==> src/rtl/pipe_stage_elastic.sv <==
// pipe_stage_elastic
// Generic elastic pipeline stage: one WIDTH-bit payload with valid/ready on
// both sides, a flush with optional payload clear, and a saturating count of
// entries discarded by flushes.
//
// Build option: define PIPE_STAGE_SKID_EN to add a second (skid) entry, which
// makes in_ready a registered function of state. Without it the stage has a
// single entry and in_ready follows out_ready combinationally.
//
// Handshake: a transfer happens on a side in any cycle where valid and ready
// are both high at the rising edge of CLK. The producer holds valid/data
// stable until its transfer; valid never waits on ready.
module pipe_stage_elastic #(
  parameter int WIDTH          = 32,
  parameter int CLEAR_ON_FLUSH = 1,
  parameter int CNT_W          = 8
) (
  input  logic             CLK,
  input  logic             RST,
  input  logic             flush,
  input  logic             in_valid,
  output logic             in_ready,
  input  logic [WIDTH-1:0] in_data,
  output logic             out_valid,
  input  logic             out_ready,
  output logic [WIDTH-1:0] out_data,
  output logic [1:0]       occupancy,
  output logic [CNT_W-1:0] drop_cnt,
  output logic [1:0]       dbg_state
);

  // Encoding doubles as the entry count.
  typedef enum logic [1:0] {
    EMPTY = 2'd0,
    FULL  = 2'd1,
    SKID  = 2'd2
  } state_t;

  state_t           state;
  logic [WIDTH-1:0] main_q;
`ifdef PIPE_STAGE_SKID_EN
  logic [WIDTH-1:0] skid_q;
`endif
  logic [CNT_W-1:0] drop_q;

  logic             in_fire;
  logic             out_fire;
  logic [1:0]       drop_inc;
  logic [CNT_W+1:0] drop_sum;
  logic [CNT_W-1:0] drop_next;

  assign out_valid = (state != EMPTY);
  assign out_data  = main_q;
  assign occupancy = state;
  assign drop_cnt  = drop_q;
  assign dbg_state = state;

`ifdef PIPE_STAGE_SKID_EN
  // Only the state register decides readiness; RST/flush are the sole gates.
  assign in_ready = !RST && !flush && (state != SKID);
`else
  // Single entry: can take a new payload only if the held one leaves now.
  assign in_ready = !RST && !flush && ((state == EMPTY) || out_ready);
`endif

  assign in_fire  = in_valid && in_ready;
  assign out_fire = out_valid && out_ready;

  // Entries lost to a flush: everything held except one consumed this cycle.
  assign drop_inc  = occupancy - {1'b0, out_fire};
  assign drop_sum  = {2'b00, drop_q} + {{CNT_W{1'b0}}, drop_inc};
  assign drop_next = (drop_sum[CNT_W+1:CNT_W] != 2'b00) ? {CNT_W{1'b1}}
                                                       : drop_sum[CNT_W-1:0];

  // State, payload registers and drop counter; RST > flush > handshake.
  always_ff @(posedge CLK) begin
    if (RST) begin
      state  <= EMPTY;
      main_q <= '0;
`ifdef PIPE_STAGE_SKID_EN
      skid_q <= '0;
`endif
      drop_q <= '0;
    end else if (flush) begin
      state  <= EMPTY;
      drop_q <= drop_next;
      if (CLEAR_ON_FLUSH != 0) begin
        main_q <= '0;
`ifdef PIPE_STAGE_SKID_EN
        skid_q <= '0;
`endif
      end
    end else begin
      case (state)
        EMPTY: begin
          if (in_fire) begin
            state  <= FULL;
            main_q <= in_data;
          end
        end
        FULL: begin
`ifdef PIPE_STAGE_SKID_EN
          if (in_fire && out_fire) begin
            main_q <= in_data;
          end else if (in_fire) begin
            state  <= SKID;
            skid_q <= in_data;
          end else if (out_fire) begin
            state <= EMPTY;
          end
`else
          // in_fire here implies out_fire: replace the consumed entry.
          if (in_fire) begin
            main_q <= in_data;
          end else if (out_fire) begin
            state <= EMPTY;
          end
`endif
        end
`ifdef PIPE_STAGE_SKID_EN
        SKID: begin
          if (out_fire) begin
            state  <= FULL;
            main_q <= skid_q;
          end
        end
`endif
        default: state <= EMPTY;
      endcase
    end
  end

endmodule
==> config.mk <==
export PLATFORM = sky130hd
export DESIGN_NAME = pipe_stage_elastic
export DESIGN_NICKNAME = d
export VERILOG_FILES = /design/src/rtl/pipe_stage_elastic.sv
export SDC_FILE = /design/constraint.sdc
export NUM_CORES = 1
export LEC_CHECK = 0
export ABC_CLOCK_PERIOD_IN_PS = 4200
export CELL_PAD_IN_SITES_DETAIL_PLACEMENT = 0
export CELL_PAD_IN_SITES_GLOBAL_PLACEMENT = 1
export CORE_UTILIZATION = 31
export CTS_CLUSTER_SIZE = 40
export DETAILED_ROUTE_END_ITERATION = 10
export PLACE_DENSITY = 0.83
export SLEW_MARGIN = 20
export SYNTH_ARGS = -nofsm -noshare
export SYNTH_HDL_FRONTEND = slang
export SYNTH_SLANG_ARGS = --single-unit
==> constraint.sdc <==
create_clock -name CLK -period 4.2 [get_ports CLK]
set_input_delay 0.84 -clock CLK [delete_from_list [all_inputs] [get_ports CLK]]
set_output_delay 0.84 -clock CLK [all_outputs]
set_load 0.02 [all_outputs]
* Word-level counts from Yosys, hierarchy flattened
Cells that the tools add are included.
** Storage, ports and cells
- Flip-flop bits (word level) :: 42
- Input port bits :: 37
- Output and inout port bits :: 46
- Word-level logic and storage cells :: 28
** Cells by class
- Add/sub/neg operators :: 2
- Eq/ne operators :: 4
- Multiplexer cells :: 5
- Reduce and logical (&&, ||, !) cells :: 14
** Operator list (count)
- $add 8x2->9 :: 1
- $mux 8 :: 1
- $mux 2 :: 3
- $ne 2x2->1 const B :: 3
- $logic_and 1x1->1 :: 4
- $pmux 2 s2 :: 1
- $reduce_bool 2->1 :: 2
- $reduce_or 2->1 :: 2
- $reduce_and 3->1 :: 1
- $eq 2x1->1 const B :: 1
- $logic_not 1->1 :: 2
- $logic_not 2->1 :: 1
- $reduce_and 2->1 :: 1
- $sub 2x1->2 :: 1
- $logic_or 1x1->1 :: 1

* Logic depth before layout (Yosys ltp)
Gate-level depths: netlist of run 1.
- Word-level depth :: 6
- Mapped depth :: 8
- Gate-level depth less buffers :: 7

* Least setup slack after synthesis of run 1
Ideal clock, no wire load.
- Kind :: input-to-reg
- Start point :: input port out_ready
- End point :: register drop_q[4] (netlist: drop_cnt[4])
- Setup time :: 0.123 ns
- Arrival :: 2.262 ns
- Data required time :: 4.077 ns
- Path slack :: 1.815 ns
- Stages :: 8
- Path buffers :: 1
- Path through :: nor2b_1 -> ha_1 -> inv_1 -> fa_1 -> and3b_1 -> clkbuf_1 -> o2111a_1 -> nor3_1
** On the way
- Cells in the longest elaborated chain, start to end :: 5
** Ends and longest elaborated chain
- start: declaration :: RTL line 25 : input logic out_ready,
- $logic_and 1x1->1 * :: RTL line 67 : assign out_fire = out_valid && out_ready;
- $sub 2x1->2 * :: RTL line 70 : assign drop_inc = occupancy - {1'b0, out_fire};
- $add 8x2->9 * :: RTL line 71 : assign drop_sum = {2'b00, drop_q} + {{CNT_W{1'b0}}, drop_inc};
- $reduce_bool 2->1 :: RTL line 72 : assign drop_next = (drop_sum[CNT_W+1:CNT_W] != 2'b00) ? {CNT_W{1'b1}}
- $mux 8 * :: RTL line 72
- end signal: assignment :: RTL line 86 : drop_q <= drop_next;
- end: declaration :: RTL line 44 : logic [CNT_W-1:0] drop_q;
Every way passes the cells marked *; elsewhere a longest branch is shown, timed or not.
A chain may end at the register's enable or synchronous reset.

* Final worst setup path of run 1
- Start point :: input port flush
- End point :: output port in_ready
** On the way
- Cells in the longest elaborated chain, start to end :: 3
** Ends and longest elaborated chain
- start: declaration :: RTL line 20 : input logic flush,
- $logic_not 1->1 :: RTL line 63 : assign in_ready = !RST && !flush && ((state == EMPTY) || out_ready);
- $logic_and 1x1->1 (2 in series) :: RTL line 63
- end: declaration :: RTL line 22 : output logic in_ready,
Every way passes these cells.

==> metrics.md, run 1 <==
| Metric | Value |
|---|---|
| Share of post-route cells with drive strength above 1 | 4.36% |
| Overall routed net length | 3.62 mm |
| Antenna cells | 0 |
| Wire per inst | 10.4 um |
| Synth warn | 0 |
| Nets | 314 |
| Internal Power | 0.623 mW |
| Yosys reg bits | 41 |
| Combinational Power Share | 15.7% |
| CTS sink count | 41 |
| FFs w/ async S/R, synth | 0% |
| Hold buffers post-CTS | 0 |
| Standard-cell rows | 27 |
| Worst Path Arrival | 2.38 ns |
| Remaining Overflow, GRT | 0 |
| Vias in the first global route | 1359 |
| Max Clk Rate | 311 MHz |
| Setup crit end kind | output pin |
| Fin crit period | 3.22 ns |
| CTS tree | built |
| Die area | 6050 um2 |
| Fin Clk Skew | 0.00361 ns |
| Chip width | 77.8 um |
| Starting Density | 32.3% |
| Switching share of power | 23.7% |
| GPL Wtd Cong | 0.731 |
| Worst-Margin Slew | 0.733 ns |
| Power share of the clock group | 34.1% |
| Initial DRC count | 81 |
| Avg Cell Area, Syn | 9.03 um2 |
| Pwr/cell area | 300 nW/um2 |
| WS Path Type | in2out |
| RSZ-0062 raised after global routing | false |
| Number of vias per cell | 4.13 |
| Hold Slack | 0.459 ns |
| First-pass GRT wire length | 5.98 mm |
| Post-synthesis sequential area ratio | 46.1% |
| TritonCTS buffer count | 5 |
| Core footprint | 5510 um2 |
| Maximum vdd ir drop | 0.204 mV |
| Count of pins over their slew limit | 0 |
| Total number of H-tree levels | 2 |
| Startpoint type of the worst setup path | primary input |
| Largest net degree at the start of global routing | 34 |
| Post-route ant nets | 0 |
| Pre-CTS setup slack | 0.973 ns |
| Seq pwr share | 50.2% |
| IO Count | 83 |
| Slew margin rel. | 51.0% |
| Final Cycle Share | 76.6% |
| EDFF count, synth | 0 |
| Gate Count Post-Synth | 197 |
| Worst Path Required | 3.36 ns |
| Post-synth top flop | dfxtp_1 |
| HP Class | reg2reg |
| Final Hold Fails | 0 |
| Vias | 1433 |
| Clock transition at path regs | 0.08 ns |
| Gr usage total | 12.8% |
| # resized after CTS | 0 |
| Die height | 77.8 um |
| DRC errors left | 0 |
| Hpwl dp | 2.52 mm |
| Leak | 1.31 nW |
| # Max-Cap Violations | 0 |
| Final setup fails | 0 |
| Antenna violations before repair | 0 |
| Setup TNS | 0 ns |
| Mapped cell area | 1780 um2 |
| CTS root buffer | clkbuf_8 |
| Clock tree buffer depth | 2 |
| NetSw | 0.193 mW |
| Postcts setup bufs | 0 |
| DR pass1 iterations | 2 |
| Status | completed |
| Critical path fanouts, max | 8 |
| Synth-to-Final Area Change | 52.7% |
| Final worst setup slack | 0.981 ns |
| Worst-Skew Late Latency | 0.28 ns |
| Netlist cell types | 33 |
| Port buffer count | 80 |
cells in the final DEF (no fill, tap or decap), drive strengths merged, types with 2 or more instances in the layout:
cell type / instances
a211oi: 2
a21oi: 6
a31oi: 2
buf: 2
clkbuf: 7
clkdlybuf4s50: 80
conb: 4
dfxtp: 41
ha: 2
inv: 36
mux2i: 33
nand2: 37
nor2: 2
nor3: 2
o21ai: 2
or4: 2
kinds of logic after synthesis:
group / Yosys count / share of synthesized area, %
AO/OA/AOI/OAI: 16 / 5.84
adder cells (fa/ha/maj): 3 / 2.53
other: 2 / 0.422
AND/OR/NAND/NOR: 52 / 13.9
flip-flops: 41 / 46.1
multiplexers: 33 / 18.6
buffers and inverters: 50 / 12.6
layer usage:
| metal | part of all wire [%] | routed length (um) | vias to the layer above | GRT usage (%) |
|---|---|---|---|---|
| li1 | - | - | 767 | - |
| met1 | 46 | 1680 | 618 | 15.3 |
| met2 | 46 | 1680 | 46 | 20.4 |
| met3 | 6.0 | 217 | 2 | 4.59 |
| met4 | 1.1 | 40 | 0 | 6.23 |
| met5 | 0 | 0 | - | 0 |
synth_stat cells, types with 2 or more instances:
library cell / instances / area [um2]
ha_1: 2 / 25.0
conb_1: 2 / 7.51
mux2i_1: 33 / 330
or4_1: 2 / 15.0
buf_2: 2 / 10.0
dfxtp_1: 41 / 821
a21oi_1: 6 / 30.0
inv_1: 36 / 135
nand2_1: 36 / 135
buf_4: 7 / 52.6
a211oi_1: 2 / 15.0
a31oi_1: 2 / 12.5
o21ai_0: 2 / 10.0
nor3_1: 2 / 10.0
clkbuf_1: 4 / 15.0
worst paths after layout:
path | from | endpoint | slack [ns] | cells past startpoint
worst max-delay path | flush | in_ready | 0.98 | 3
worst min-delay path | out_data[5]$_SDFFE_PP0P_ | out_data[5]$_SDFFE_PP0P_ | 0.46 | 2
worst max register to register | dbg_state[0]$_SDFFE_PP0P_ | drop_cnt[5]$_SDFFE_PP0P_ | 2.05 | 7
worst min register to register | out_data[5]$_SDFFE_PP0P_ | out_data[5]$_SDFFE_PP0P_ | 0.46 | 2
flip-flops by register name, indices dropped and copies added, names as in the netlist:
register,count
out_data,32
dbg_state,1
drop_cnt,8
power by group through the flow:
stage	logic, mW	registers (mW)	clock network, mW
after floorplan	0.0461	0.436	0
after global placement	0.129	0.419	0
after detailed placement	0.130	0.419	0
after CTS	0.130	0.410	0.292
after global routing	0.139	0.412	0.313
final	0.128	0.410	0.278
critical path: stages:
cell and delay, ns:
clkdlybuf4s50_1 0.63, nor3_1 0.27, clkdlybuf4s50_1 0.64
layout make-up:
class | count | area, um2
fill | 528 | 2790
timing repair buffer | 82 | 828
sequential | 41 | 821
multi-input combinational | 108 | 742
inverter | 36 | 135
clock buffer | 7 | 96.3
tap | 72 | 90.1
clock inverter | 1 | 5.00
stage by stage:
step                area (um2)  total power, mW  util (%)  std cells
finish                    2720            0.816      49.4        347
floorplan                 1790            0.482         -        199
global placement          2620            0.548      47.5        339
CTS                       2720            0.832      49.4        347
detailed placement        2620            0.549      47.5        339
global route              2720            0.864      49.4        347
Note: power is estimated with default switching activity, not from simulation.
==> run 2: changes to the inputs <==
--- a/config.mk
+++ b/config.mk
@@ -5,13 +5,13 @@
 export SDC_FILE = /design/constraint.sdc
 export NUM_CORES = 1
 export LEC_CHECK = 0
-export ABC_CLOCK_PERIOD_IN_PS = 4200
+export ABC_CLOCK_PERIOD_IN_PS = 3220
 export CELL_PAD_IN_SITES_DETAIL_PLACEMENT = 0
 export CELL_PAD_IN_SITES_GLOBAL_PLACEMENT = 1
-export CORE_UTILIZATION = 31
+export CORE_UTILIZATION = 29
 export CTS_CLUSTER_SIZE = 40
 export DETAILED_ROUTE_END_ITERATION = 10
-export PLACE_DENSITY = 0.83
+export PLACE_DENSITY = 0.78
 export SLEW_MARGIN = 20
 export SYNTH_ARGS = -nofsm -noshare
 export SYNTH_HDL_FRONTEND = slang
==> constraint.sdc (replaced) <==
create_clock -name CLK -period 3.22 [get_ports CLK]
set_input_delay 0.644 -clock CLK [delete_from_list [all_inputs] [get_ports CLK]]
set_output_delay 0.644 -clock CLK [all_outputs]
set_load 0.02 [all_outputs]
==> metrics.md, run 2 (synthesis gave the netlist of run 1 again) <==
| Metric | Value |
|---|---|
| Pwr/cell area | 392 nW/um2 |
| Area of the multi-input gates | 742 um2 |
| CP Buf/Inv Count | 2 |
| Die height | 80.3 um |
| # resized after CTS | 0 |
| Register area | 821 um2 |
| Worst Path Arrival | 1.93 ns |
| CTS sink count | 41 |
| Worst Path Required | 2.58 ns |
| Fill cells | 590 |
| Final setup fails | 0 |
| Share of post-route cells with drive strength above 1 | 5.05% |
| Final worst setup slack | 0.650 ns |
| Count of pins over their slew limit | 0 |
| # Max-Cap Violations | 0 |
| Initial DRC count | 29 |
| Remaining Overflow, GRT | 0 |
| Leak | 1.31 nW |
| TritonCTS buffer count | 5 |
| CTS tree | built |
| Port buffer count | 80 |
| Hpwl dp | 2.66 mm |
| Nets | 316 |
| Antenna cells | 0 |
| Total number of H-tree levels | 2 |
| DR pass1 iterations | 4 |
| Placed Instances | 344 |
| Final Cycle Share | 79.8% |
| RSZ-0062 raised after global routing | false |
| Number of vias per cell | 4.26 |
| Final Hold Fails | 0 |
| Overall routed net length | 3.71 mm |
| Core footprint | 5920 um2 |
| Setup crit end kind | output pin |
| Worst-Skew Late Latency | 0.28 ns |
| CP cell instances | clkdlybuf4s50_1 > nor2b_1 > nor3_1 > clkdlybuf4s50_1 |
| Commonest non-fill, non-tap cell in the layout | clkdlybuf4s50_1 |
| Max Clk Rate | 389 MHz |
| Clock transition at path regs | 0.08 ns |
| Total power | 1.07 mW |
| Slew margin rel. | 63.1% |
| Max reg flops | 32 |
| Largest net degree at the start of global routing | 34 |
| IO Count | 83 |
| Fin cells | 352 |
| Gr usage total | 12.9% |
| Die area | 6450 um2 |
| Post-route ant nets | 0 |
| Slowest stage cell, crit path | clkdlybuf4s50_1 |
| Wire per inst | 10.5 um |
| Synth-to-Final Area Change | 53.1% |
| HP Class | reg2reg |
| Vias | 1499 |
| Worst path max stage delay | 0.63 ns |
| Critical path fanouts, max | 4 |
| Antenna violations before repair | 0 |
| Chip width | 80.3 um |
| First-pass GRT wire length | 6.33 mm |
| CP dominant cell by count | clkdlybuf4s50_1 |
| Setup TNS | 0 ns |
| Clock tree buffer depth | 2 |
| Hold buffers post-CTS | 0 |
| Fin Clk Skew | 0.00474 ns |
| Worst-Margin Slew | 0.554 ns |
| Most frequent cells in the layout | 80 x clkdlybuf4s50_1, 41 x dfxtp_1, 36 x inv_1, 36 x nand2_1, 33 x mux2i_1 |
| Postcts setup bufs | 0 |
| Starting Density | 30.1% |
| Status | completed |
| WS Path Type | in2out |
| Vias in the first global route | 1418 |
| Pre-CTS setup slack | 0.519 ns |
| Standard-cell rows | 28 |
| Post-route core utilization | 46.0% |
| CTS root buffer | clkbuf_8 |
| Maximum vdd ir drop | 0.177 mV |
| Startpoint type of the worst setup path | primary input |
| GPL Wtd Cong | 0.738 |
| DRC errors left | 0 |
| Fin crit period | 2.57 ns |
| Largest delay share family, worst path | buffers and inverters |
[run 2: cell count changes in the layout (fill, tap and decap cells not counted), sizes merged]
cell  delta
buf      +2
[run 2: final timing paths]
| check | cells past startpoint | from | to | slack [ns] |
|---|---|---|---|---|
| setup / recovery | 4 | out_ready | in_ready | 0.65 |
| hold / removal | 2 | out_data[30]$_SDFFE_PP0P_ | out_data[30]$_SDFFE_PP0P_ | 0.46 |
| setup reg to reg | 7 | dbg_state[0]$_SDFFE_PP0P_ | drop_cnt[3]$_SDFFE_PP0P_ | 1.15 |
| hold reg to reg | 2 | out_data[30]$_SDFFE_PP0P_ | out_data[30]$_SDFFE_PP0P_ | 0.46 |
[run 2: layout make-up]
class / instances / area share [%]
clock buffer: 7 / 3.54
clock inverter: 1 / 0.184
inverter: 36 / 4.96
multi-input combinational: 108 / 27.2
sequential: 41 / 30.1
tap: 75 / 3.45
timing repair buffer: 84 / 30.5
[run 2: power breakdown]
part / total [mW] / switching (mW) / internal, mW / leakage, nW
clock: 0.365 / 0.171 / 0.194 / 0.0542
sequential: 0.535 / 0.0104 / 0.525 / 0.334
combinational: 0.168 / 0.0736 / 0.0941 / 0.921
[run 2: metal layers]
metal / global-route usage (%) / routed length [um] / vias to the layer above
met5: 0 / 0 / -
met1: 14.9 / 1700 / 666
met3: 3.52 / 243 / 5
met2: 21.2 / 1700 / 50
li1: - / - / 778
met4: 7.86 / 72 / 0
[run 2: worst min-delay path, cell delays in order (launching register included)]
cell and delay [ns]:
dfxtp_1 0.31, nand2_1 0.05, mux2i_1 0.05
[run 2: through the flow]
stage | instance area [um2] | hold WS (ns)
3_3_place_gp | 2620 | 0.444
6_report | 2720 | 0.459
4_1_cts | 2720 | 0.461
5_1_grt | 2720 | 0.481
3_5_place_dp | 2620 | 0.450
2_1_floorplan | 1790 | 0.534
==> run 3: changes to the inputs <==
--- a/config.mk
+++ b/config.mk
@@ -5,13 +5,13 @@
 export SDC_FILE = /design/constraint.sdc
 export NUM_CORES = 1
 export LEC_CHECK = 0
-export ABC_CLOCK_PERIOD_IN_PS = 3220
+export ABC_CLOCK_PERIOD_IN_PS = 2200
 export CELL_PAD_IN_SITES_DETAIL_PLACEMENT = 0
 export CELL_PAD_IN_SITES_GLOBAL_PLACEMENT = 1
-export CORE_UTILIZATION = 29
+export CORE_UTILIZATION = 26
 export CTS_CLUSTER_SIZE = 40
 export DETAILED_ROUTE_END_ITERATION = 10
-export PLACE_DENSITY = 0.78
+export PLACE_DENSITY = 0.74
 export SLEW_MARGIN = 20
 export SYNTH_ARGS = -nofsm -noshare
 export SYNTH_HDL_FRONTEND = slang
==> constraint.sdc (replaced) <==
create_clock -name CLK -period 2.2 [get_ports CLK]
set_input_delay 0.44 -clock CLK [delete_from_list [all_inputs] [get_ports CLK]]
set_output_delay 0.44 -clock CLK [all_outputs]
set_load 0.02 [all_outputs]
==> metrics.md, run 3 (synthesis gave the netlist of run 1 again) <==
| Metric | Value |
|---|---|
| IO Count | 83 |
| Gr usage total | 11.5% |
| Hold Slack | 0.460 ns |
| Clock transition at path regs | 0.08 ns |
| Fill cells | 647 |
| Leak | 1.34 nW |
| # Max-Cap Violations | 0 |
| Final Cycle Share | 92.3% |
| Port buffer count | 80 |
| Failing checks | design-rule violations |
| Clock tree buffer depth | 2 |
| CTS root buffer | clkbuf_8 |
| Die area | 7180 um2 |
| Vias | 1534 |
| Final worst setup slack | 0.168 ns |
| Most frequent cells in the layout | 79 x clkdlybuf4s50_1, 41 x dfxtp_1, 36 x inv_1, 36 x nand2_1, 33 x mux2i_1 |
| Total power | 1.67 mW |
| Worst-Skew Late Latency | 0.29 ns |
| Setup crit end kind | output pin |
| Remaining Overflow, GRT | 0 |
| Fin Clk Skew | 0.00140 ns |
| CTS sink count | 41 |
| Worst Path Required | 1.76 ns |
| Worst Path Arrival | 1.59 ns |
| Overall routed net length | 3.91 mm |
| Antenna violations before repair | 0 |
| Total number of H-tree levels | 2 |
| Status | finished, violations left |
| Fin crit period | 2.03 ns |
| Core footprint | 6490 um2 |
| Final Hold Fails | 0 |
| DR pass1 iterations | 9 |
| Commonest non-fill, non-tap cell in the layout | clkdlybuf4s50_1 |
| Number of vias per cell | 4.30 |
| Count of pins over their slew limit | 0 |
| Wire per inst | 11.0 um |
| Maximum vdd ir drop | 0.316 mV |
| HP Class | reg2reg |
| Largest delay share family, worst path | buffers and inverters |
| Max Clk Rate | 492 MHz |
| Vias in the first global route | 1355 |
| Worst path max stage delay | 0.45 ns |
| Post-route ant nets | 0 |
| Synth-to-Final Area Change | 57.2% |
| TritonCTS buffer count | 5 |
| WS Path Type | in2out |
| CTS tree | built |
| Critical path fanouts, max | 3 |
| Initial DRC count | 34 |
| First-pass GRT wire length | 6.42 mm |
| Startpoint type of the worst setup path | primary input |
| Share of post-route cells with drive strength above 1 | 6.79% |
| CP Buf/Inv Count | 3 |
| Chip width | 84.7 um |
| Largest net degree at the start of global routing | 34 |
| CP cell instances | clkdlybuf4s50_1 > nor2b_1 > buf_4 > nor3_1 > dlygate4sd2_1 |
| Pwr/cell area | 598 nW/um2 |
| Antenna cells | 0 |
| Standard-cell rows | 29 |
| Pre-CTS setup slack | -0.181 ns |
| GPL Wtd Cong | 0.739 |
| Max reg flops | 32 |
| Hpwl dp | 2.85 mm |
| DRC errors left | 4 |
| RSZ-0062 raised after global routing | false |
| Final setup fails | 0 |
| Starting Density | 27.4% |
| Die height | 84.7 um |
| Nets | 319 |
| Slowest stage cell, crit path | clkdlybuf4s50_1 |
==> run 3: per-stage QoR <==
step                TNS (ns)  instances  cell area, um2  utilization, %
floorplan                  0        199            1790               -
global placement      -0.940        349            2670            41.1
detailed placement     -1.01        349            2670            41.1
CTS                        0        357            2790            43.0
global route               0        357            2800            43.1
finish                     0        357            2800            43.1
==> run 3: worst paths after layout <==
kind | slack (ns) | from | cells past startpoint | end
hold / removal | 0.46 | out_data[8]$_SDFFE_PP0P_ | 2 | out_data[8]$_SDFFE_PP0P_
hold reg to reg | 0.46 | out_data[8]$_SDFFE_PP0P_ | 2 | out_data[8]$_SDFFE_PP0P_
setup reg to reg | 0.38 | dbg_state[0]$_SDFFE_PP0P_ | 7 | drop_cnt[0]$_SDFFE_PP0P_
setup / recovery | 0.17 | out_ready | 5 | in_ready
==> run 3: layer usage <==
metal | up-vias | GRT usage [%] | part of all wire, %
met4 | 0 | 3.70 | 1.1
li1 | 785 | - | -
met2 | 53 | 18.3 | 47
met1 | 691 | 14.4 | 45
met5 | - | 0 | 0
met3 | 5 | 4.42 | 6.6
==> run 3: what timing repair did <==
| item | CTS | global route |
|---|---|---|
| hold buffers | 0 | 0 |
| gates resized for setup | 1 | 2 |
| setup endpoints to repair | 1 | 4 |
| cloned | 0 | 0 |
| setup buffers | 0 | 0 |
==> run 3: power breakdown <==
group / internal, mW / switching (mW)
Sequential: 0.768 / 0.0155
Clock: 0.369 / 0.267
Combinational: 0.143 / 0.110
Total: 1.28 / 0.392
==> run 3: cell type report <==
class | instances | area, um2 | area share (%)
clock buffers | 6 | 82.6 | 2.95
repair buffers | 87 | 877 | 31.4
flip-flops and latches | 41 | 821 | 29.3
well taps | 77 | 96.3 | 3.44
inverters | 36 | 135 | 4.83
multi-input cells | 108 | 748 | 26.7
clock inverters | 2 | 37.5 | 1.34
==> run 3: worst reg2reg max path, cell delays in order (launching register included) <==
cell	delay, ns
dfxtp_1	0.37
nor2b_1	0.19
ha_1	0.19
inv_1	0.05
fa_1	0.37
and3b_2	0.31
nand3_2	0.13
a21oi_1	0.15
